### src/rtl/alu_pkg.sv
// Shared constants for the handshaked N-bit ALU: op codes, FSM state encoding
// and flag-vector bit positions.
package alu_pkg;

  localparam logic [2:0] OP_AND  = 3'b000;
  localparam logic [2:0] OP_SLT  = 3'b001;
  localparam logic [2:0] OP_OR   = 3'b010;
  localparam logic [2:0] OP_XOR  = 3'b011;
  localparam logic [2:0] OP_ADD  = 3'b100;
  localparam logic [2:0] OP_ADDI = 3'b101;
  localparam logic [2:0] OP_MOD  = 3'b110;
  localparam logic [2:0] OP_SLTU = 3'b111;

  localparam logic [1:0] S_IDLE = 2'd0;
  localparam logic [1:0] S_DIV  = 2'd1;
  localparam logic [1:0] S_DONE = 2'd2;

  localparam int FLAG_Z    = 0;
  localparam int FLAG_N    = 1;
  localparam int FLAG_C    = 2;
  localparam int FLAG_V    = 3;
  localparam int FLAG_DIV0 = 4;
  localparam int FLAG_W    = 5;

endpackage

### src/rtl/mod_divider_seq.sv
// Iterative restoring remainder unit: one quotient bit per cycle, WIDTH cycles
// after start, then a one-cycle done pulse with rem valid.
module mod_divider_seq #(
  parameter int WIDTH = 16
) (
  input  logic             clk,
  input  logic             rst_n,
  input  logic             start,
  input  logic [WIDTH-1:0] a,
  input  logic [WIDTH-1:0] b,
  output logic             busy,
  output logic             done,
  output logic [WIDTH-1:0] rem
);

  localparam int CW = $clog2(WIDTH + 1);

  logic [WIDTH-1:0] quo;
  logic [WIDTH-1:0] divisor;
  logic [CW-1:0]    cnt;
  logic [WIDTH:0]   rem_sh;
  logic             ge;
  logic [WIDTH-1:0] rem_sub;

  // When ge holds the difference is below the divisor, so WIDTH bits suffice.
  assign rem_sh  = {rem, quo[WIDTH-1]};
  assign ge      = (rem_sh >= {1'b0, divisor});
  assign rem_sub = rem_sh[WIDTH-1:0] - divisor;

  always_ff @(posedge clk or negedge rst_n) begin
    if (!rst_n) begin
      quo     <= '0;
      divisor <= '0;
      rem     <= '0;
      cnt     <= '0;
      busy    <= 1'b0;
      done    <= 1'b0;
    end else begin
      done <= 1'b0;
      if (start && !busy) begin
        quo     <= a;
        divisor <= b;
        rem     <= '0;
        cnt     <= '0;
        busy    <= 1'b1;
      end else if (busy) begin
        rem <= ge ? rem_sub : rem_sh[WIDTH-1:0];
        quo <= {quo[WIDTH-2:0], ge};
        cnt <= cnt + CW'(1);
        if (cnt == CW'(WIDTH - 1)) begin
          busy <= 1'b0;
          done <= 1'b1;
        end
      end
    end
  end

endmodule

### src/rtl/alu_seq_nbit.sv
// Handshaked N-bit ALU with status flags and a multi-cycle MOD.
// The remainder op is implemented only when ALU_SEQ_MOD_EN is defined; otherwise op 110 yields 0.
module alu_seq_nbit
  import alu_pkg::*;
#(
  parameter int WIDTH = 16
) (
  input  logic             clk,
  input  logic             rst_n,
  input  logic             in_valid,
  output logic             in_ready,
  input  logic [2:0]       op,
  input  logic             bnegate,
  input  logic [WIDTH-1:0] a,
  input  logic [WIDTH-1:0] b,
  output logic             out_valid,
  input  logic             out_ready,
  output logic [WIDTH-1:0] result,
  output logic             flag_z,
  output logic             flag_n,
  output logic             flag_c,
  output logic             flag_v,
  output logic             flag_div0,
  output logic [1:0]       dbg_state
);

  logic [1:0]        state;
  logic [FLAG_W-1:0] flags;
  logic              accept;
  logic [WIDTH-1:0]  mb;
  logic [WIDTH:0]    sum_add;
  logic [WIDTH:0]    sum_addi;
  logic [WIDTH-1:0]  res_c;
  logic              c_c;
  logic              v_c;
  logic              div_busy;

`ifdef ALU_SEQ_MOD_EN
  logic             div_start;
  logic             div_done;
  logic [WIDTH-1:0] div_rem;
`endif

  function automatic logic [FLAG_W-1:0] pack_flags(input logic [WIDTH-1:0] r,
                                                   input logic c, input logic v,
                                                   input logic d0);
    logic [FLAG_W-1:0] f;
    f            = '0;
    f[FLAG_Z]    = (r == '0);
    f[FLAG_N]    = r[WIDTH-1];
    f[FLAG_C]    = c;
    f[FLAG_V]    = v;
    f[FLAG_DIV0] = d0;
    return f;
  endfunction

  // Valid/ready: a transfer happens on a rising edge where valid and ready are
  // both high; the producer holds valid and payload steady until that edge.
  assign in_ready = (state == S_IDLE) && !div_busy && (!out_valid || out_ready);
  assign accept   = in_valid && in_ready;

  assign mb       = bnegate ? ~b : b;
  assign sum_add  = {1'b0, a} + {1'b0, mb} + {{WIDTH{1'b0}}, bnegate};
  assign sum_addi = {1'b0, a} + {1'b0, b};

  always_comb begin
    res_c = '0;
    c_c   = 1'b0;
    v_c   = 1'b0;
    case (op)
      OP_AND:  res_c = a & mb;
      OP_SLT:  res_c = {{(WIDTH-1){1'b0}}, ($signed(a) < $signed(b))};
      OP_OR:   res_c = a | mb;
      OP_XOR:  res_c = a ^ b;
      OP_ADD: begin
        res_c = sum_add[WIDTH-1:0];
        c_c   = sum_add[WIDTH];
        v_c   = (a[WIDTH-1] == mb[WIDTH-1]) && (sum_add[WIDTH-1] != a[WIDTH-1]);
      end
      OP_ADDI: begin
        res_c = sum_addi[WIDTH-1:0];
        c_c   = sum_addi[WIDTH];
        v_c   = (a[WIDTH-1] == b[WIDTH-1]) && (sum_addi[WIDTH-1] != a[WIDTH-1]);
      end
      OP_SLTU: res_c = {{(WIDTH-1){1'b0}}, (a < b)};
      default: res_c = '0;
    endcase
  end

`ifdef ALU_SEQ_MOD_EN
  assign div_start = accept && (op == OP_MOD) && (b != '0);

  mod_divider_seq #(
    .WIDTH (WIDTH)
  ) u_div (
    .clk   (clk),
    .rst_n (rst_n),
    .start (div_start),
    .a     (a),
    .b     (b),
    .busy  (div_busy),
    .done  (div_done),
    .rem   (div_rem)
  );
`else
  assign div_busy = 1'b0;
`endif

  always_ff @(posedge clk or negedge rst_n) begin
    if (!rst_n) begin
      state     <= S_IDLE;
      out_valid <= 1'b0;
      result    <= '0;
      flags     <= '0;
    end else begin
      case (state)
        S_IDLE: begin
          if (accept) begin
            if (op == OP_MOD) begin
`ifdef ALU_SEQ_MOD_EN
              if (b == '0) begin
                result    <= a;
                flags     <= pack_flags(a, 1'b0, 1'b0, 1'b1);
                out_valid <= 1'b1;
                state     <= S_DONE;
              end else begin
                out_valid <= 1'b0;
                state     <= S_DIV;
              end
`else
              result    <= '0;
              flags     <= '0;
              out_valid <= 1'b1;
`endif
            end else begin
              result    <= res_c;
              flags     <= pack_flags(res_c, c_c, v_c, 1'b0);
              out_valid <= 1'b1;
            end
          end else if (out_valid && out_ready) begin
            out_valid <= 1'b0;
          end
        end
`ifdef ALU_SEQ_MOD_EN
        S_DIV: begin
          if (div_done) begin
            result    <= div_rem;
            flags     <= pack_flags(div_rem, 1'b0, 1'b0, 1'b0);
            out_valid <= 1'b1;
            state     <= S_DONE;
          end
        end
`endif
        S_DONE: begin
          if (out_ready) begin
            out_valid <= 1'b0;
            state     <= S_IDLE;
          end
        end
        default: state <= S_IDLE;
      endcase
    end
  end

  assign flag_z    = flags[FLAG_Z];
  assign flag_n    = flags[FLAG_N];
  assign flag_c    = flags[FLAG_C];
  assign flag_v    = flags[FLAG_V];
  assign flag_div0 = flags[FLAG_DIV0];
  assign dbg_state = state;

endmodule

### config.mk
export PLATFORM = sky130hd
export DESIGN_NAME = alu_seq_nbit
export DESIGN_NICKNAME = d
export VERILOG_FILES = /design/src/rtl/alu_pkg.sv /design/src/rtl/mod_divider_seq.sv /design/src/rtl/alu_seq_nbit.sv
export SDC_FILE = /design/constraint.sdc
export NUM_CORES = 1
export LEC_CHECK = 0
export BUFFER_PORTS_ARGS = -buffer_cell sky130_fd_sc_hd__buf_2
export CORE_ASPECT_RATIO = 1.1
export CORE_MARGIN = 2
export CORE_UTILIZATION = 50
export CTS_CLUSTER_SIZE = 25
export DETAILED_ROUTE_END_ITERATION = 10
export PLACE_DENSITY = 0.72
export REMOVE_ABC_BUFFERS = 1
export SLEW_MARGIN = 20
export SYNTH_ARGS = -nofsm -noshare
export SYNTH_HDL_FRONTEND = slang
export SYNTH_SLANG_ARGS = --single-unit
### constraint.sdc
create_clock -name clk -period 1.7 [get_ports clk]
set_input_delay 0.085 -clock clk [delete_from_list [all_inputs] [get_ports clk]]
set_output_delay 0.085 -clock clk [all_outputs]
set_load 0.05 [all_outputs]
## Word level (Yosys, flattened, before mapping)

Cells that the tools add are included.

- Flip-flop bits (word level): 24
- Bits of input ports: 40
- Logic and storage cells: 54

- $add $sub $neg: 3
- Order comparisons: 2
- Eq/ne operators: 14
- Muxes and demuxes: 12
- Bitwise logic cells: 5
- Reductions and logical operators: 14

Operator list:

| kind | count |
|---|---|
| $pmux 16 s7 | 1 |
| $add 16x16->17 | 2 |
| $lt 16x16->1 | 2 |
| $mux 16 | 2 |
| $add 17x1->17 | 1 |
| $and 16x16->16 | 1 |
| $logic_not 16->1 | 1 |
| $not 16->16 | 1 |
| $or 16x16->16 | 1 |
| $xor 16x16->16 | 1 |
| $eq 3x3->1 const B | 4 |
| $eq 3x2->1 const B | 2 |
| $pmux 1 s2 | 3 |
| $logic_and 1x1->1 | 5 |
| $mux 4 | 1 |
| $pmux 2 s2 | 1 |
| $reduce_and 2->1 | 2 |
| $eq 3x1->1 const B | 1 |
| $logic_not 3->1 | 1 |
| $mux 1 | 3 |
| $ne 3x2->1 const B | 1 |
| $reduce_and 3->1 | 1 |
| $eq 1x1->1 | 2 |
| $eq 2x2->1 const B | 1 |
| 8 further kinds | 9 |

## Depth between registers and ports, before layout

Gate-level depths: netlist of the first run.

- Depth in word-level cells: 8
- Depth in mapped cells: 14
- Mapped depth without buffers: 12

## Worst setup path after synthesis of the first run

Ideal clock, no wire load.

- Path type: in2reg
- Start point: in bnegate
- End point: reg flags[0]
- Setup time: 0.092 ns
- Arrival: 3.055 ns
- Data required time: 1.608 ns
- Path slack: -1.447 ns
- Stages on the path: 14
- Buffers on the path: 2
- Path through: buf_6 > buf_1 > xor2_1 > inv_1 > ha_1 > nand4_1 > o22a_4 > a311oi_4 > nor2_2 > xnor2_1 > a221o_1 > nor4_1 > nand4bb_1 > o31ai_2

- Cells in the longest elaborated chain, start to end: 6

RTL lines:

| what | RTL line | source |
|---|---|---|
| start, declared | alu_seq_nbit.sv:13 | `input logic bnegate,` |
| $mux 16 | alu_seq_nbit.sv:62 | `assign mb = bnegate ? ~b : b;` |
| $add 16x16->17 | alu_seq_nbit.sv:63 | `assign sum_add = {1'b0, a} + {1'b0, mb} + {{WIDTH{1'b0}}, bnegate};` |
| $add 17x1->17 | alu_seq_nbit.sv:63 |  |
| $pmux 16 s7 * | alu_seq_nbit.sv:70 | `case (op)` |
| $logic_not 16->1 * | alu_seq_nbit.sv:49 | `f[FLAG_Z] = (r == '0);` |
| $mux 4 * | alu_seq_nbit.sv:119 | `if (op == OP_MOD) begin` |
| end signal, assigned | alu_seq_nbit.sv:137 | `flags <= pack_flags(res_c, c_c, v_c, 1'b0);` |
| end, declared | alu_seq_nbit.sv:28 | `logic [FLAG_W-1:0] flags;` |

Every way passes the cells marked *; elsewhere a longest branch is shown, timed or not.
A chain may end at the register's enable or synchronous reset.

## Worst setup path after layout of the first run

- Start point: in b[2]
- End point: reg flags[0]

- Cells in the longest elaborated chain, start to end: 7

RTL lines:

| what | RTL line | source |
|---|---|---|
| start, declared | alu_seq_nbit.sv:15 | `input logic [WIDTH-1:0] b,` |
| $not 16->16 | alu_seq_nbit.sv:62 |  |
| $mux 16 | alu_seq_nbit.sv:62 |  |
| $add 16x16->17 | alu_seq_nbit.sv:63 |  |
| $add 17x1->17 | alu_seq_nbit.sv:63 |  |
| $pmux 16 s7 * | alu_seq_nbit.sv:70 |  |
| $logic_not 16->1 * | alu_seq_nbit.sv:49 |  |
| $mux 4 * | alu_seq_nbit.sv:119 |  |

Marks and branches as above.

==> out/results.tsv, run 1 <==
metric	value	unit
failing checks	negative setup slack	
worst ir drop on vdd	0.315	mV
Tightest Pin Transition	0.621	ns
initial core utilization	50.8	%
most frequent cells in the layout	buf_4 (185), inv_1 (59), buf_2 (52), ha_1 (40), nand2_1 (31)	
clk slew on worst S/H paths	0.07	ns
Critical Path Start Type	input port	
clk_lat worst skew	0.26	ns
area share of the largest cell type after synthesis	19.5	%
DR iter-0 viols	600	
CTS buffer count	3	
clock power share	8.9	%
Sw Pwr	1940	uW
Crit path required time	1.87	ns
final hold violation count	0	
Pint	2140	uW
EDFF count, synth	0	
Clock Tree Buf Depth	2	
ant diodes	0	
Mean Syn Cell Area	7.74	um^2
area grow syn2layout	72.4	%
async set-reset flop share out of synthesis	100	%
Power per Cell Area	596	nW/um^2
Via density	6.18	
Critical Path AT	2.77	ns
largest net degree at the start of global routing	21	
max-slew violation count	0	
CTS tree	done	
DR vias	5311	
FMAX	0.386	GHz
number of H-tree levels	1	
Post-Place Cells	835	
post-route total power	4090	uW
Core Area	7830	um^2
die height	97.5	um
remaining antenna violation count	0	
Synth area leaders	ha_1 (20%), dfrtp_1 (13%), inv_1 (6.1%)	
predominant post-synthesis flop cell	dfrtp_1	
site row count	34	
commonest non-fill, non-tap cell in the layout	buf_4	
Syn Std Cell Area	3970	um^2
Synth Register Bits	20	
Worst Setup Path Type	in2reg	
Pleak	0.00330	uW
fin crit period	2.59	ns
Num Clock Sinks	20	
Layout Cells excl Fill	859	
crit path max fanout	4	
post-synthesis sequential area ratio	12.6	%
setup slack at placement	-1.34	ns
Routed WL	18100	um
Gate power share	76.4	%
outcome	complete, but fails checks	
layout cells sized above 1	51.5	%
GR Util met1	46.0	%
final net count	856	
Yosys cell types	68	
final setup fails	16	
post-route setup slack	-0.893	ns
vias in the first global route	5136	
drt first pass iters	5	
clock skew	0.00318	ns
setup_tns	-9.35	ns
grt ovf	0	
met2 Usage GRT	64.2	%
Detailed Place HPWL	11700	um
initial antenna violation count	0	
WL per Instance	21.1	um
Flop pwr share	14.8	%
Switching Share	47.6	%
Hold WS	0.106	ns
unrepaired setup endpoints after global routing	true	
GRT Resource Usage Total	36.7	%
Die ar.	8670	um^2
layer with the highest usage	met2	
crit end category	flop	
die width	89.0	um
Mapped Cells	513	
max_cap viols	0	
worst hold path type	in2reg	
fin crit share	153	%
CTS Root Cell	clkbuf_8	
first-pass GRT wire length	25400	um
Slew headroom	58.3	%
Residual DRC	0	
port buffer count	61	
met3 usage	2.89	%
routability congestion estimate	0.990	
Synth area leader	ha_1	
I/O pin count	65	
Synth warnings	0	
-- cells in the mapped netlist (3+ instances only) --
cell      number
a211oi_1       8
a21o_1         3
a21oi_1       37
a221oi_1       3
a22oi_1       14
a31oi_1        3
a41oi_1        3
buf_2          6
buf_4          5
clkbuf_1      12
dfrtp_1       20
ha_1          62
inv_1         65
mux2_2         8
mux2i_1       14
nand2_1       32
nand2b_1      11
nand3_1        5
nand4_1        6
nor2_1        30
nor2b_1        8
nor3_1         9
nor3b_1        3
nor4_1         3
o211ai_1       6
o21ai_0       30
o221ai_1       5
o22ai_1       10
o31ai_2        3
or3_1          4
or4_1          3
xnor2_1       14
xor2_1        24
-- cell type report --
cell class	instances	area [um^2]
Multi-Input combinational cell	404	3930
Timing Repair Buffer	258	1970
Fill cell	414	977
Sequential cell	20	500
Inverter	65	254
Tap cell	108	135
Clock buffer	4	55.1
-- through the flow --
step           area, um^2  utilization (%)
2_1_floorplan        3840                -
3_3_place_gp         5670             72.5
3_5_place_dp         5670             72.5
4_1_cts              6410             81.9
5_1_grt              6850             87.5
6_report             6850             87.5
-- worst max-delay path, cell delays in order --
cell and delay (ns):
buf_8 0.09, inv_4 0.04, ha_4 0.28, and2b_2 0.27
o31ai_4 0.21, nor3b_4 0.32, o211ai_1 0.20, xnor2_1 0.18
a221o_1 0.37, nor4_2 0.28, nand4bb_1 0.18, o31ai_2 0.26
-- cell families after synthesis --
group / share of synthesized area [%]
compound gates: 26.1
xor+xnor: 8.38
fa+ha+maj: 20.5
buf+inv: 9.64
flops: 12.6
mux: 6.36
other cells: 0.0944
simple gates: 16.3
-- sequential cells by signal (all words and copies together), names as in the netlist --
name and count:
result 15, flags 4, out_valid 1
-- power groups by stage --
stage	sequential (uW)	combinational (uW)	clock (uW)
2_1_floorplan	915	1010	0
3_3_place_gp	602	2320	0
3_5_place_dp	606	2380	0
4_1_cts	600	2710	358
5_1_grt	614	3270	382
6_report	603	3120	362
-- worst paths after layout --
| check | startpoint | to | slack [ns] | cells past startpoint |
|---|---|---|---|---|
| setup reg to reg | out_valid | flags[0] | -0.15 | 7 |
| hold reg to reg | result[1] | result[1] | 0.48 | 2 |
| min in group asynchronous | rst_n | result[10] | 0.30 | 2 |
| hold / removal | in_valid | out_valid | 0.11 | 2 |
| setup / recovery | b[2] | flags[0] | -0.89 | 12 |
| max in group asynchronous | rst_n | result[8] | 1.10 | 2 |
-- layer usage --
metal,part of all wire (%),up-vias
met2,50,340
met5,0,-
li1,-,2290
met1,37,2563
met4,6.2,0
met3,7.7,118
-- timing repair --
action | CTS | global route
gates cloned | 1 | 0
resized for setup | 105 | 82
pin swaps | 44 | 50
hold buffers | 1 | 0
buffers inserted | 18 | 8
endpoints found under the setup margin | 18 | 18
endpoints found under the hold margin | 20 | 0
Power figures use the tool's default switching activity.
==> run 2, diff against run 1 <==
--- a/config.mk
+++ b/config.mk
@@ -13,6 +13,7 @@
 export DETAILED_ROUTE_END_ITERATION = 10
 export PLACE_DENSITY = 0.72
 export REMOVE_ABC_BUFFERS = 1
+export SKIP_CTS_REPAIR_TIMING = 1
 export SLEW_MARGIN = 20
 export SYNTH_ARGS = -nofsm -noshare
 export SYNTH_HDL_FRONTEND = slang
==> constraint.sdc (replaced) <==
create_clock -name clk -period 1.7 [get_ports clk]
set_input_delay 0 -clock clk [delete_from_list [all_inputs] [get_ports clk]]
set_output_delay 0 -clock clk [all_outputs]
set_load 0.05 [all_outputs]
==> run 2 against run 1 <==
The run still ends with negative setup slack left. Critical path depth grew 3. Clock power shrank 3%. Critical endpoint unchanged. Routed wire length shrank 14%. Cell count shrank 1.3%. Register-to-register slack gained 0.13 ns. Combinational power shrank 9.6%. Maximum frequency grew 1.3%. Core utilization shrank 5.6 points. Power shrank 7.7%.
==> out/results.tsv, run 2 (synthesized netlist as in run 1, its figures left out) <==
metric	value	unit	change
crit path max fanout	6		was 4
worst hold path type	in2reg		unchanged
Worst Hold Depth	2		unchanged
top flop regs	result x15, flags x4, out_valid x1		unchanged
unrepaired setup endpoints after global routing	true		unchanged
WL per Instance	18.3	um	was 21.1 um
Final Util	82.0	%	was 87.5%
die width	89.0	um	unchanged
routability congestion estimate	1.03		was 0.990
hold_sp	in_valid		unchanged
CTS Root Cell	clkbuf_8		unchanged
DR iter-0 viols	350		was 600
Die ar.	8670	um^2	unchanged
worst ir drop on vdd	0.292	mV	was 0.315 mV
CTS tree	done		unchanged
grt ovf	0		unchanged
setup slack at placement	-1.45	ns	was -1.34 ns
Detailed Place HPWL	11700	um	about the same
final hold violation count	0		unchanged
failing checks	negative setup slack		unchanged
I/O pin count	65		unchanged
Core Area	7830	um^2	unchanged
placed cell areas	5570	um^2	was 5670 um^2
ant diodes	0		unchanged
flop-to-flop setup slack	-0.02	ns	was -0.15 ns
Residual DRC	0		unchanged
Biggest register	result		unchanged
drt first pass iters	5		unchanged
Via density	5.85		was 6.18
site row count	34		unchanged
Switching Share	46.6	%	was 47.6%
area grow syn2layout	61.5	%	was 72.4%
clock skew	0.00184	ns	was 0.00318 ns
number of H-tree levels	1		unchanged
clk_lat worst skew	0.25	ns	was 0.26 ns
Hold WS	0.0220	ns	was 0.106 ns
fin crit period	2.56	ns	was 2.59 ns
fill count	524		was 414
initial antenna violation count	0		unchanged
first-pass GRT wire length	22000	um	was 25400 um
Critical Path Start Type	input port		unchanged
final net count	845		was 856
Routed WL	15500	um	was 18100 um
fin crit share	151	%	was 153%
die height	97.5	um	unchanged
Gate power share	74.8	%	was 76.4%
post-route total power	3770	uW	was 4090 uW
Num Clock Sinks	20		unchanged
max reg flops	15		unchanged
Finished Cell Area	6410	um^2	was 6850 um^2
outcome	complete, but fails checks		unchanged
FF-to-FF End	flags[0]		unchanged
commonest non-fill, non-tap cell in the layout	buf_4		unchanged
max_cap viols	0		unchanged
largest net degree at the start of global routing	21		unchanged
Worst Hold Path EP	out_valid		unchanged
Critical Path AT	2.73	ns	was 2.77 ns
GRT Resource Usage Total	31.8	%	was 36.7%
Worst Setup Path Type	in2reg		unchanged
CTS buffer count	3		unchanged
layout cells sized above 1	47.7	%	was 51.5%
most frequent cells in the layout	buf_4 (177), inv_1 (60), buf_2 (56), ha_1 (43), nand2_1 (31)		was buf_4 (185), inv_1 (59), buf_2 (52), ha_1 (40), nand2_1 (31)
Clock Tree Buf Depth	2		unchanged
remaining antenna violation count	0		unchanged
port buffer count	61		unchanged
Crit path required time	1.87	ns	about the same
clk slew on worst S/H paths	0.07	ns	about the same
Power per Cell Area	588	nW/um^2	was 596 nW/um^2
initial core utilization	50.8	%	unchanged
Sw Pwr	1760	uW	was 1940 uW
R2R cell count	7		unchanged
reg2reg start	out_valid		unchanged
Pleak	0.00315	uW	was 0.00330 uW
clock power share	9.3	%	was 8.9%
crit end category	flop		unchanged
max-slew violation count	0		unchanged
Flop pwr share	15.9	%	was 14.8%
vias in the first global route	4654		was 5136
final setup fails	14		was 16
Pint	2010	uW	was 2140 uW
DR vias	4964		was 5311
post-route setup slack	-0.860	ns	was -0.893 ns
FMAX	0.391	GHz	was 0.386 GHz
[run 2: cell count changes in the layout (fill, tap and decap cells not counted), moves of 4 or more]
cell     delta
buf_4       -8
buf_12      -4
a21oi_1     +4
a21oi_4     -4
o21ai_0     +5
buf_2       +4
ha_4        -6
[run 2: critical path: stages]
cell and delay, ns:
buf_12 0.13, buf_8 0.13, mux2i_4 0.17, fa_2 0.23, and3b_2 0.22, o211ai_1 0.15, buf_4 0.16, buf_6 0.10
a211oi_4 0.07, o41ai_4 0.49, xor2_2 0.21, o22ai_2 0.09, a21oi_2 0.15, nand4b_1 0.17, o31ai_2 0.24
[run 2: power groups by stage]
stage	logic [uW]	registers [uW]	clock network [uW]
after floorplan	1010	915	0
after global placement	2300	602	0
after detailed placement	2360	607	0
after CTS	2370	598	357
after global routing	3000	609	379
final	2820	600	352
[run 2: cell type report]
type	count	area [um^2]	area share, %
Inverter	65	246	3.84
Clock buffer	4	55.1	0.858
Sequential cell	20	500	7.80
Timing Repair Buffer	247	1800	28.0
Tap cell	108	135	2.11
Multi-Input combinational cell	404	3680	57.4
[run 2: how the worst max path moves through the flow]
stage / from / to / slack [ns] / cells after the start
6_report: bnegate / flags[0] / -0.86 / 15
5_1_grt: bnegate / flags[0] / -0.93 / 15
3_3_place_gp: bnegate / result[14] / -1.28 / 13
2_1_floorplan: bnegate / flags[0] / -0.78 / 12
3_5_place_dp: bnegate / flags[0] / -1.45 / 14
4_1_cts: bnegate / flags[0] / -1.20 / 14
[run 2: stage by stage]
stage,instances,TNS [ns]
2_1_floorplan,489,-7.46
3_3_place_gp,828,-15.35
3_5_place_dp,828,-16.48
4_1_cts,832,-11.74
5_1_grt,848,-8.68
6_report,848,-7.67
[run 2: metal layers]
layer	GRT usage, %	share of wire (%)	vias to the layer above
met5	0	0	-
met1	39.2	39	2334
met3	1.44	5.7	76
met4	10.8	4.8	0
li1	-	-	2275
met2	57.3	50	279
==> run 3, diff against run 2 <==
--- a/config.mk
+++ b/config.mk
@@ -8,11 +8,10 @@
 export BUFFER_PORTS_ARGS = -buffer_cell sky130_fd_sc_hd__buf_2
 export CORE_ASPECT_RATIO = 1.1
 export CORE_MARGIN = 2
-export CORE_UTILIZATION = 50
+export CORE_UTILIZATION = 55
 export CTS_CLUSTER_SIZE = 25
 export DETAILED_ROUTE_END_ITERATION = 10
-export PLACE_DENSITY = 0.72
-export REMOVE_ABC_BUFFERS = 1
+export PLACE_DENSITY = 0.78
 export SKIP_CTS_REPAIR_TIMING = 1
 export SLEW_MARGIN = 20
 export SYNTH_ARGS = -nofsm -noshare
==> run 3 against run 2 <==
The flow still finishes with violations (negative setup slack). Cell count down 3.3%. Register-to-register slack worse by 0.03 ns. Clock-buffer cell count unchanged. Sequential share of layout area up 0.22 points. Largest cell class unchanged. Combinational power up 2%. Worst hold slack worse by 0.0021 ns. Core utilization up 7.4 points. Die area down 8.7%. Sequential power about the same. Non-clock buffer count down 5. Via count up 7.9%. Maximum frequency down 1.9%. Largest power group unchanged.
==> out/results.tsv, run 3 (synthesized netlist as in run 1, its figures left out) <==
metric	value	unit	change
max_cap viols	0		unchanged
CTS Root Cell	clkbuf_8		unchanged
WP buf/inv	2		was 4
Slew headroom	40.9	%	
fin crit share	153	%	was 151%
vias in the first global route	4544		was 4654
worst hold path type	in2reg		unchanged
area grow syn2layout	57.5	%	was 61.5%
die height	93.1	um	was 97.5 um
Sw Pwr	1830	uW	was 1760 uW
grt ovf	0		unchanged
clock power share	9.2	%	was 9.3%
initial antenna violation count	0		unchanged
fin crit period	2.61	ns	was 2.56 ns
ordered cell list for the critical path	buf_12 > buf_8 > mux2i_4 > fa_2 > and3b_1 > o211ai_1 > nand2_1 > xor2_1 > a221oi_2 > nand3b_1 > nor4_2 > nand4bb_1 > o31ai_2		was buf_12 > buf_8 > mux2i_4 > fa_2 > and3b_2 > o211ai_1 > buf_4 > buf_6 > a211oi_4 > o41ai_4 > xor2_2 > o22ai_2 > a21oi_2 > nand4b_1 > o31ai_2
Core Area	7010	um^2	was 7830 um^2
Pleak	0.00313	uW	was 0.00315 uW
outcome	complete, but fails checks		unchanged
max reg flops	15		unchanged
Worst Setup Path Type	in2reg		unchanged
Residual DRC	0		unchanged
Crit path required time	1.87	ns	about the same
DR vias	5355		was 4964
routability congestion estimate	0.943		was 1.03
GRT Resource Usage Total	31.6	%	was 31.8%
failing checks	negative setup slack		unchanged
CTS buffer count	3		unchanged
max-slew violation count	0		unchanged
crit-path max cell delay	0.36	ns	was 0.49 ns
Crit path max-delay family	simple AND/OR/NAND/NOR gates		was compound AO/OA/AOI/OAI gates
worst ir drop on vdd	0.864	mV	was 0.292 mV
final hold violation count	0		unchanged
Tightest Pin Transition	0.883	ns	
multi-input logic area	3600	um^2	was 3680 um^2
port buffer count	61		unchanged
Flop pwr share	15.7	%	was 15.9%
Power per Cell Area	612	nW/um^2	was 588 nW/um^2
fill count	311		was 524
remaining antenna violation count	0		unchanged
Critical Path Start Type	input port		unchanged
slowest cell on the critical path	o211ai_1		was o41ai_4
Via density	6.53		was 5.85
Clock Tree Buf Depth	2		unchanged
unrepaired setup endpoints after global routing	true		unchanged
top flop regs	result x15, flags x4, out_valid x1		unchanged
post-route setup slack	-0.908	ns	was -0.860 ns
Pint	2000	uW	was 2010 uW
clk slew on worst S/H paths	0.07	ns	about the same
largest net degree at the start of global routing	21		unchanged
I/O pin count	65		unchanged
initial core utilization	56.7	%	was 50.8%
layout cells sized above 1	46.1	%	was 47.7%
commonest non-fill, non-tap cell in the layout	buf_4		unchanged
site row count	32		was 34
final net count	840		was 845
Switching Share	47.7	%	was 46.6%
Num Clock Sinks	20		unchanged
FMAX	0.383	GHz	was 0.391 GHz
Biggest register	result		unchanged
number of H-tree levels	1		unchanged
Die ar.	7920	um^2	was 8670 um^2
CTS tree	done		unchanged
first-pass GRT wire length	20800	um	was 22000 um
final setup fails	17		was 14
crit path max fanout	8		was 6
clock skew	0.00234	ns	was 0.00184 ns
drt first pass iters	6		was 5
Final Util	89.3	%	was 82.0%
Routed WL	17200	um	was 15500 um
clk_lat worst skew	0.26	ns	was 0.25 ns
FF+latch area	502	um^2	was 500 um^2
DR iter-0 viols	649		was 350
WL per Instance	21.0	um	was 18.3 um
setup slack at placement	-1.12	ns	was -1.45 ns
crit end category	flop		unchanged
Layout Cells excl Fill	820		was 848
most frequent cells in the layout	buf_4 (174), inv_1 (62), buf_2 (55), ha_1 (48), nand2_1 (32)		was buf_4 (177), inv_1 (60), buf_2 (56), ha_1 (43), nand2_1 (31)
Post-Place Cells	807		was 828
Gate power share	75.1	%	was 74.8%
Critical Path AT	2.77	ns	was 2.73 ns
Detailed Place HPWL	10900	um	was 11700 um
ant diodes	0		unchanged
setup_tns	-8.54	ns	was -7.67 ns
die width	85.0	um	was 89.0 um
==> run 3: cell count changes in the layout (fill, tap and decap cells not counted), moves of 3 or more <==
cell | before | now
o21ai_1 | 5 | 8
buf_6 | 7 | 4
buf_4 | 177 | 174
ha_4 | 14 | 11
o21ai_0 | 19 | 16
ha_1 | 43 | 48
==> run 3: layout make-up <==
cell class | count | share of cell area [%]
Inverter | 65 | 3.90
Tap cell | 85 | 1.70
Clock buffer | 4 | 0.880
Multi-Input combinational cell | 404 | 57.5
Timing Repair Buffer | 242 | 28.0
Sequential cell | 20 | 8.02
==> run 3: path summary, 6_finish.rpt <==
check                      startpoint         to  slack, ns  depth (start not counted)
min in group asynchronous       rst_n  result[3]       0.21                          2
max                           bnegate   flags[0]      -0.91                         13
max reg2reg                 out_valid   flags[0]      -0.05                          7
min reg2reg                 result[1]  result[1]       0.48                          2
min                          in_valid  out_valid       0.02                          2
max in group asynchronous       rst_n  out_valid       1.16                          2
==> run 3: worst reg2reg max path, stage by stage, from the launching register on <==
cell and delay [ns]:
dfrtp_2 0.41, nand2b_2 0.09, o211ai_1 0.14, nor2_1 0.16, nand4_1 0.13, nor4_2 0.32
nand4bb_1 0.18, o31ai_2 0.24
==> run 3: per-stage QoR <==
stage | power, uW | area [um^2] | hold slack [ns]
floorplan | 2040 | 4070 | -0.296
detailed placement | 2990 | 5630 | -0.0409
CTS | 3340 | 5690 | -0.316
global placement | 2920 | 5630 | -0.0490
finish | 3830 | 6260 | 0.0199
global route | 3990 | 6260 | 0.0399
==> run 3: routing by layer <==
layer	global-route usage, %	wire, um	up-vias
li1	-	-	2250
met1	40.3	6160	2479
met2	58.3	8010	460
met3	1.24	1630	166
met4	7.80	1400	0
met5	0	0	-
==> run 3: power by group through the flow <==
stage | Sequential, uW | Clock, uW | Combinational, uW
6_report | 601 | 352 | 2880
5_1_grt | 609 | 372 | 3010
4_1_cts | 600 | 356 | 2390
3_5_place_dp | 608 | 0 | 2380
3_3_place_gp | 600 | 0 | 2320
2_1_floorplan | 896 | 0 | 1140
